File: src/rtl/alu_pkg.sv
// Shared definitions for the ALU and its round-robin front end:
// operation codes, arbiter state encoding and small decode helpers.
package alu_pkg;

  // Operation codes understood by the ALU datapath
  localparam logic [3:0] ALUC_AND = 4'b0000;
  localparam logic [3:0] ALUC_OR  = 4'b0001;
  localparam logic [3:0] ALUC_XOR = 4'b0010;
  localparam logic [3:0] ALUC_SLL = 4'b0100;
  localparam logic [3:0] ALUC_SRL = 4'b0101;
  localparam logic [3:0] ALUC_SRA = 4'b0110;
  localparam logic [3:0] ALUC_ADD = 4'b1000;
  localparam logic [3:0] ALUC_SUB = 4'b1001;
  localparam logic [3:0] ALUC_MUL = 4'b1010;
  localparam logic [3:0] ALUC_DIV = 4'b1011;

  // Arbiter operation state
  typedef enum logic [1:0] {
    IDLE = 2'd0,
    EXEC = 2'd1,
    DONE = 2'd2
  } state_e;

  // Multiply and divide are the only operations with a multi-cycle latency
  function automatic logic is_muldiv(input logic [3:0] aluc);
    return (aluc == ALUC_MUL) || (aluc == ALUC_DIV);
  endfunction

  // Codes with no assigned operation; their result is forced to zero
  function automatic logic is_undef_code(input logic [3:0] aluc);
    return (aluc == 4'b0011) || (aluc == 4'b0111) || (aluc[3:2] == 2'b11);
  endfunction

endpackage

File: src/rtl/alu.sv
// Combinational 32-bit ALU shared by all requesters of alu_arbiter.
// All operands are treated as unsigned; results are truncated to 32 bits.
module alu
  import alu_pkg::*;
(
  input  logic [31:0] a_i,
  input  logic [31:0] b_i,
  input  logic [3:0]  aluc_i,
  output logic [31:0] res_o
);

  logic shiftOut;

  // A shift distance of 32 or more moves every bit out of the word
  assign shiftOut = (b_i >= 32'd32);

  // Operation decode; the arithmetic shift code behaves as a logical shift
  // because the operand is unsigned, so it shares the SRL datapath
  always_comb begin
    res_o = '0;
    case (aluc_i)
      ALUC_AND: res_o = a_i & b_i;
      ALUC_OR:  res_o = a_i | b_i;
      ALUC_XOR: res_o = a_i ^ b_i;
      ALUC_SLL: res_o = shiftOut ? '0 : (a_i << b_i[4:0]);
      ALUC_SRL,
      ALUC_SRA: res_o = shiftOut ? '0 : (a_i >> b_i[4:0]);
      ALUC_ADD: res_o = a_i + b_i;
      ALUC_SUB: res_o = a_i - b_i;
      ALUC_MUL: res_o = a_i * b_i;
      ALUC_DIV: res_o = (b_i == '0) ? '0 : (a_i / b_i);
      default:  res_o = '0;
    endcase
  end

endmodule

File: src/rtl/alu_arbiter.sv
// Round-robin front end that shares one alu among NREQ requesters.
// A granted request has its operands captured, runs for one cycle (or
// MULDIV_LAT cycles for multiply/divide) and its result is held until the
// owning requester accepts it.
module alu_arbiter
  import alu_pkg::*;
#(
  parameter int NREQ       = 2,
  parameter int MULDIV_LAT = 4
) (
  input  logic                 clk,
  input  logic                 rst,
  input  logic [NREQ-1:0]      req_valid,
  output logic [NREQ-1:0]      req_ready,
  input  logic [32*NREQ-1:0]   req_a,
  input  logic [32*NREQ-1:0]   req_b,
  input  logic [4*NREQ-1:0]    req_aluc,
  output logic [NREQ-1:0]      rsp_valid,
  input  logic [NREQ-1:0]      rsp_ready,
  output logic [31:0]          rsp_res,
  output logic                 busy
);

  localparam int         IW     = (NREQ > 1) ? $clog2(NREQ) : 1;
  localparam logic [3:0] MD_CNT = 4'(MULDIV_LAT - 1);

  state_e            state_q, state_d;
  logic [IW-1:0]     rr_q, rr_d;
  logic [IW-1:0]     owner_q, owner_d;
  logic [3:0]        cnt_q, cnt_d;
  logic [31:0]       a_q, a_d;
  logic [31:0]       b_q, b_d;
  logic [3:0]        aluc_q, aluc_d;
  logic [31:0]       res_q, res_d;
  logic [NREQ-1:0]   rsp_valid_q, rsp_valid_d;
  logic              busy_q, busy_d;

  logic              pick_found;
  logic [IW-1:0]     pick_idx;
  logic [NREQ-1:0]   grant;
  logic [31:0]       sel_a, sel_b;
  logic [3:0]        sel_aluc;
  logic [31:0]       alu_res;
  logic [31:0]       res_final;

  // Search upward from ptr (wrapping) for the first pending request.
  // Returns {found, index}.
  function automatic logic [IW:0] rr_select(input logic [NREQ-1:0] v,
                                             input logic [IW-1:0]   ptr);
    logic [IW:0] sel;
    int          idx;
    sel = '0;
    for (int k = 0; k < NREQ; k++) begin
      idx = (int'(ptr) + k) % NREQ;
      if (!sel[IW] && v[idx]) begin
        sel = {1'b1, IW'(idx)};
      end
    end
    return sel;
  endfunction

  assign {pick_found, pick_idx} = rr_select(req_valid, rr_q);

  // Operand slice of the requester currently winning arbitration
  assign sel_a    = req_a[32*int'(pick_idx) +: 32];
  assign sel_b    = req_b[32*int'(pick_idx) +: 32];
  assign sel_aluc = req_aluc[4*int'(pick_idx) +: 4];

  // One-hot grant, only offered while no operation is in flight
  always_comb begin
    grant = '0;
    if ((state_q == IDLE) && pick_found) begin
      grant[pick_idx] = 1'b1;
    end
  end

  // The ALU only ever sees captured operands, so late changes on the
  // request ports cannot disturb an operation in progress
  alu u_alu (
    .a_i    (a_q),
    .b_i    (b_q),
    .aluc_i (aluc_q),
    .res_o  (alu_res)
  );

  // Result overrides: divide-by-zero saturates, unassigned codes read zero
  always_comb begin
    res_final = alu_res;
    if ((aluc_q == ALUC_DIV) && (b_q == '0)) begin
      res_final = '1;
    end else if (is_undef_code(aluc_q)) begin
      res_final = '0;
    end
  end

  // Next-state and register-update logic for the IDLE/EXEC/DONE sequence
  always_comb begin
    state_d     = state_q;
    rr_d        = rr_q;
    owner_d     = owner_q;
    cnt_d       = cnt_q;
    a_d         = a_q;
    b_d         = b_q;
    aluc_d      = aluc_q;
    res_d       = res_q;
    rsp_valid_d = rsp_valid_q;
    busy_d      = busy_q;
    unique case (state_q)
      IDLE: begin
        if (pick_found) begin
          a_d     = sel_a;
          b_d     = sel_b;
          aluc_d  = sel_aluc;
          owner_d = pick_idx;
          cnt_d   = is_muldiv(sel_aluc) ? MD_CNT : 4'd0;
          busy_d  = 1'b1;
          state_d = EXEC;
        end
      end
      EXEC: begin
        if (cnt_q != 4'd0) begin
          cnt_d = cnt_q - 4'd1;
        end else begin
          res_d                = res_final;
          rsp_valid_d          = '0;
          rsp_valid_d[owner_q] = 1'b1;
          state_d              = DONE;
        end
      end
      DONE: begin
        if (rsp_ready[owner_q]) begin
          rr_d        = IW'((int'(owner_q) + 1) % NREQ);
          rsp_valid_d = '0;
          busy_d      = 1'b0;
          state_d     = IDLE;
        end
      end
      default: begin
        rsp_valid_d = '0;
        busy_d      = 1'b0;
        state_d     = IDLE;
      end
    endcase
  end

  // State and datapath registers; reset drops any in-flight operation
  always_ff @(posedge clk or posedge rst) begin
    if (rst) begin
      state_q     <= IDLE;
      rr_q        <= '0;
      owner_q     <= '0;
      cnt_q       <= '0;
      a_q         <= '0;
      b_q         <= '0;
      aluc_q      <= '0;
      res_q       <= '0;
      rsp_valid_q <= '0;
      busy_q      <= 1'b0;
    end else begin
      state_q     <= state_d;
      rr_q        <= rr_d;
      owner_q     <= owner_d;
      cnt_q       <= cnt_d;
      a_q         <= a_d;
      b_q         <= b_d;
      aluc_q      <= aluc_d;
      res_q       <= res_d;
      rsp_valid_q <= rsp_valid_d;
      busy_q      <= busy_d;
    end
  end

  assign req_ready = grant;
  assign rsp_valid = rsp_valid_q;
  assign rsp_res   = res_q;
  assign busy      = busy_q;

endmodule
File: config.mk
export PLATFORM = sky130hd
export DESIGN_NAME = alu_arbiter
export DESIGN_NICKNAME = d
export VERILOG_FILES = /design/src/rtl/alu_pkg.sv /design/src/rtl/alu.sv /design/src/rtl/alu_arbiter.sv
export SDC_FILE = /design/constraint.sdc
export NUM_CORES = 2
export LEC_CHECK = 0
export CORE_MARGIN = 2
export CORE_UTILIZATION = 35
export DETAILED_ROUTE_END_ITERATION = 6
export PLACE_DENSITY_LB_ADDON = 0.15
export SLEW_MARGIN = 20
export SYNTH_ARGS = -nofsm -noshare
export SYNTH_HDL_FRONTEND = slang
export SYNTH_SLANG_ARGS = --single-unit
File: constraint.sdc
create_clock -name clk -period 72.7 [get_ports clk]
set_input_delay 14.54 -clock clk [delete_from_list [all_inputs] [get_ports clk]]
set_output_delay 14.54 -clock clk [all_outputs]
set_load 0.005 [all_outputs]
# == Word level (Yosys, flattened, before mapping) ==
# Cells that the tools add are included.
# classes
n_addsub,5
mul,1
n_div,1
n_lt_le_gt_ge,7
n_eq_ne,20
shift,5
n_mux,33
n_bitwise,7
reduce_logical,22
# ops
operator,count
case mux 32 bit (9 select lines),1
two-way mux 32 bit,5
indexed part select 64 x 7 -> 32 bit,2
adder 32 bit,1
AND 32 bit,1
divider 32 x 32 -> 32 bit,1
>= comparator 32 x 6 -> 1 bit (second input constant),1
zero test 32 bit,1
multiplier 32 x 32 -> 32 bit,1
OR 32 bit,1
<< shifter 32 x 5 -> 32 bit,1
>> shifter 32 x 5 -> 32 bit,1
subtractor 32 bit,1
bitwise XOR 32 bit,1
== test 4 bit (second input constant),6
== test 4 x 3 -> 1 bit (second input constant),4
two-way mux 2 bit,8
case mux 2 bit (3 select lines),2
AND reduction 3 bit,4
two-way mux 1 bit,11
== test 4 x 2 -> 1 bit (second input constant),2
two-way mux 4 bit,2
inequality test 2 bit (second input constant),4
case mux 4 bit (2 select lines),1
other kinds (22),38
# totals
reg_bits,111
input_bits,142
out_inout_bits,37
elab_cells,111

# == Depth between registers and ports, before layout ==
# logic_depth
word_depth,13
mapped_depth,345
depth_no_buf,318

# == Hierarchy ==
# A second synthesis with hierarchy kept.
# hier_totals
cells_unflattened,7632
hier_area_um2,56345.3
# modules_own_cells
module,instances,cells_each,area_per_inst_um2,seq_area_each_um2
alu,1,7184,51615.8,0.0
alu_arbiter,1,448,4729.5,2777.7

# == Worst setup path before layout ==
# Ideal clock, no wire load.
# synth_path
path_type,flip-flop to flip-flop
start,register b_q[0]
end,"register res_q[0], in the netlist rsp_res[0]"
setup_time_ps,127
arrival_time_ps,71363
required_ps,72573
setup_slack_ps,1210
stages_incl_launch_ff,312
path_buffers,41
period_less_slack_ps,71490
path_cell_list,dfrtp_1 > clkbuf_1 > clkinv_1 > clkbuf_1 > buf_1 > buf_1 > ha_1 > and4_1 > nor2_1 > ha_1 > o21a_1 > o21ai_0 > nor3_1 > o31ai_2 > ha_1 > o21a_1 > o21ai_0 > a21oi_1 > [276 not listed] > nor2_1 > clkbuf_1 > mux2_2 > ha_1 > o21a_1 > o21a_1 > o21a_1 > o21a_1 > o21a_1 > o21a_1 > o21ai_0 > a21oi_1 > o211ai_1 > a21oi_1 > a211oi_1 > nor3_1 > o211ai_1 > a21oi_1
# synth_via
elab_chain_cells,5
elab_cells_between_ends,18
classes_between,add/sub (2); mul (1); div (1); order compare (1); shift (2); mux (6); bitwise (3); reduce/logical (2)
# synth_rtl
item,line,rtl
from (decl),alu_arbiter.sv:32,"logic [31:0] b_q, b_d;"
from (signal assigned),alu_arbiter.sv:154,b_q <= '0;
from (signal assigned),alu_arbiter.sv:165,b_q <= b_d;
"divider 32 x 32 -> 32 bit, or another cell as far along",alu.sv:31,ALUC_DIV: res_o = (b_i == '0) ? '0 : (a_i / b_i);
"two-way mux 32 bit, on equally long branches","alu.sv:31, alu.sv:25, alu.sv:27",
case mux 32 bit (9 select lines),alu.sv:21,case (aluc_i)
two-way mux 32 bit,alu_arbiter.sv:91,end else if (is_undef_code(aluc_q)) begin
two-way mux 32 bit (*),alu_arbiter.sv:89,if ((aluc_q == ALUC_DIV) && (b_q == '0)) begin
to (signal assigned),alu_arbiter.sv:167,res_q <= res_d;
to (decl),alu_arbiter.sv:34,"logic [31:0] res_q, res_d;"
# Mark *: on every way between the ends. The rest lies on a longest branch, timed or not.
# A chain may end at the register's enable or synchronous reset.

# == Worst setup path after layout ==
# layout_path
start,register b_q[30]
end,"register res_q[0], in the netlist rsp_res[0]"
# layout_via
elab_chain_cells,5
elab_cells_between_ends,10
classes_between,div (1); order compare (1); mux (6); reduce/logical (2)
# layout_rtl
item,line
"divider 32 x 32 -> 32 bit, or another cell as far along",alu.sv:31
"two-way mux 32 bit, on equally long branches","alu.sv:31, alu.sv:25, alu.sv:27"
case mux 32 bit (9 select lines),alu.sv:21
two-way mux 32 bit,alu_arbiter.sv:91
two-way mux 32 bit (*),alu_arbiter.sv:89
# Marked as above.

==> qor.txt <==
Syn Inst Count = 7,376
Placed Cells incl. Taps = 9,582
EDFF count, synth = 0
Slew Viols, Final = 0
Cts hold-fix bufs = 0
Initial antenna violation count = 19
TNS Setup = 0 ns
Post-route clock skew = 0.01574 ns
Post-Route WL = 277.9 mm
Top post-synthesis cells by area = ha_1 (17%), fa_1 (15%), nand2_1 (6.3%), dfrtp_1 (5.1%), nor2_1 (4.9%)
Commonest non-fill, non-tap cell in the layout = nand2_1
DR WL/cell = 28.82 um
Register bit total from synthesis = 111
Area grow syn2layout = 13.21%
CP max-delay cell = or4_1
Placeable core area = 154,600 sq um
Status = finished clean
CTS max path bufs = 2
Share of cells above drive strength 1 = 0.09494
Drc violations = 0
Hold path depth = 2
IO Pins = 179
Vias in the first global route = 57,188
Hpwl dp = 216.0 mm
Rows = 144
Die width = 399.0 um
Relative slew slack = 0.2118
Final Instance Area = 61,820 sq um
Initial drt markers = 5,741
Mapped Avg Cell Area = 7.403 sq um
Syn. warnings = 0
DIE AREA = 159,200 sq um
Worst Hold Slack = 0.4996 ns
Worst path arrival time = 69.50 ns
WS Path Type = reg2reg
Final Setup Violations = 0
Final hold violation count = 0
Worst setup SP type = register
Clock sink count = 111
Leading area contributor after synthesis = ha_1
Slew @ Worst Pin = 1.182 ns
H-tree levels = 3
Post-Layout Cell Count = 9,642
Clk_lat worst skew = 0.42 ns
Top-area cell type share of the netlist area = 0.1725
DRT Pass-1 Iters = 6
Mapped Nets = 8,680
CP max FO = 32
Synthesized area = 54,610 sq um
Port buffer count = 178
CTS tree = built
CTS Buf Count = 9
Final worst path period need = 69.23 ns
Top FF cell, synth = dfrtp_1
Final worst-path cycle share = 0.9522
Gr ovfl total = 0
Placer Congestion = 1.039
Final net count = 8,893
R2r worst-path depth = 314
Post-route ant nets = 0
Worst min path class = reg2reg
Commonest non-fill, non-tap cells in the layout = nand2_1 (906), ha_1 (752), nor2_1 (699)
Root buf cell = clkbuf_16
Max incr delay on CP = 0.63 ns
Crit-path most repeated cell = ha_1
Fmax = 14.45 MHz
Vias per std cell = 6.082
Area after DPL = 60,260 sq um
Via Count = 58,640
Sequential element share of the synthesized area = 0.05087
Max-cap violations = 0
Die Y = 399.0 um
Total global-route track usage = 0.3417
Global-route wire length before repair = 400.2 mm
Async S/R FF share, synth = 1.000
Largest net degree at the start of global routing = 68
Synth unique cells = 97
Crit path capture type = register
Initial Util = 0.3532
WP data required = 72.98 ns
Clk pin slew, worst setup/hold paths = 0.10 ns
==> worst max-delay path, delay by kind of cell, from the launching register on <==
kind	cells	cell delay, ns
adder cells (fa/ha/maj)	31	9.59
AND/OR/NAND/NOR	80	16.35
flip-flops	1	0.49
buffers and inverters	37	6.59
AO/OA/AOI/OAI	160	33.53
multiplexers	6	2.42
==> Yosys cell counts, types with 84 or more instances <==
cell type and instances:
nor3_1 195, o21a_1 166, clkbuf_1 278, nand3_1 119
a21o_1 189, xnor2_1 302, nor2_1 714, inv_1 667
a21oi_1 446, xor2_1 162, mux2i_1 95, o21ai_0 416
a31oi_1 84, ha_1 753, a22oi_1 98, fa_1 409
nand2_1 916, dfrtp_1 111
==> stage by stage <==
step                worst slack (ns)    util
floorplan                      1.210       -
global placement              -3.596  0.3898
global route                 -0.1012  0.3998
detailed placement            -3.420  0.3898
CTS                          0.04133  0.3930
finish                         3.474  0.3999
==> registers in the layout, indices dropped and copies added (netlist names) <==
signal     count
rsp_valid      2
aluc_q         4
state_q        2
b_q           32
rsp_res       32
a_q           32
busy           1
cnt_q          4
owner_q        1
rr_q           1
==> cells by family after synthesis <==
kind of cell | after synthesis | share of synthesized area
compound gates | 2047 | 0.2484
xor+xnor | 464 | 0.07442
fa+ha+maj | 1162 | 0.3225
buf+inv | 1028 | 0.07105
flops | 111 | 0.05087
mux | 161 | 0.03639
simple gates | 2403 | 0.1965
==> area by class of cell <==
class | instances | area (sq um)
fill | 16325 | 92770
tap | 2044 | 2557
clock inverter | 6 | 86.33
sequential | 111 | 2790
clock buffer | 10 | 229.0
timing repair buffer | 541 | 4627
multi-input combinational | 6237 | 48920
inverter | 689 | 2597
antenna | 4 | 10.01
==> layer usage <==
metal / vias up / global-route usage / part of all wire
li1: 26437 / - / -
met1: 28990 / 0.4633 / 0.43
met2: 2598 / 0.5288 / 0.43
met3: 599 / 0.06129 / 0.083
met4: 16 / 0.1509 / 0.053
met5: - / 0 / 0.00039
==> path summary, 6_finish.rpt <==
path	from	end	slack (ns)
hold reg to reg	busy$_DFFE_PP0P_	busy$_DFFE_PP0P_	0.50
setup / recovery	b_q[30]$_DFFE_PP0P_	rsp_res[0]$_DFFE_PP0P_	3.47
setup reg to reg	b_q[30]$_DFFE_PP0P_	rsp_res[0]$_DFFE_PP0P_	3.47
hold / removal	busy$_DFFE_PP0P_	busy$_DFFE_PP0P_	0.50
min in group asynchronous	rst	rr_q$_DFFE_PP0P_	14.54
max in group asynchronous	rst	a_q[1]$_DFFE_PP0P_	56.77
==> timing repair <==
| action | 4_1_cts | 5_1_grt |
|---|---|---|
| gates resized for setup | 41 | 182 |
| pin swaps | 2 | 27 |
| buffers inserted | 3 | 37 |
| setup endpoints to repair | 2 | 3 |
Power is left out: the tool's default activity adds up to more than one toggle a clock period on the data nets, which glitch-free logic cannot reach.
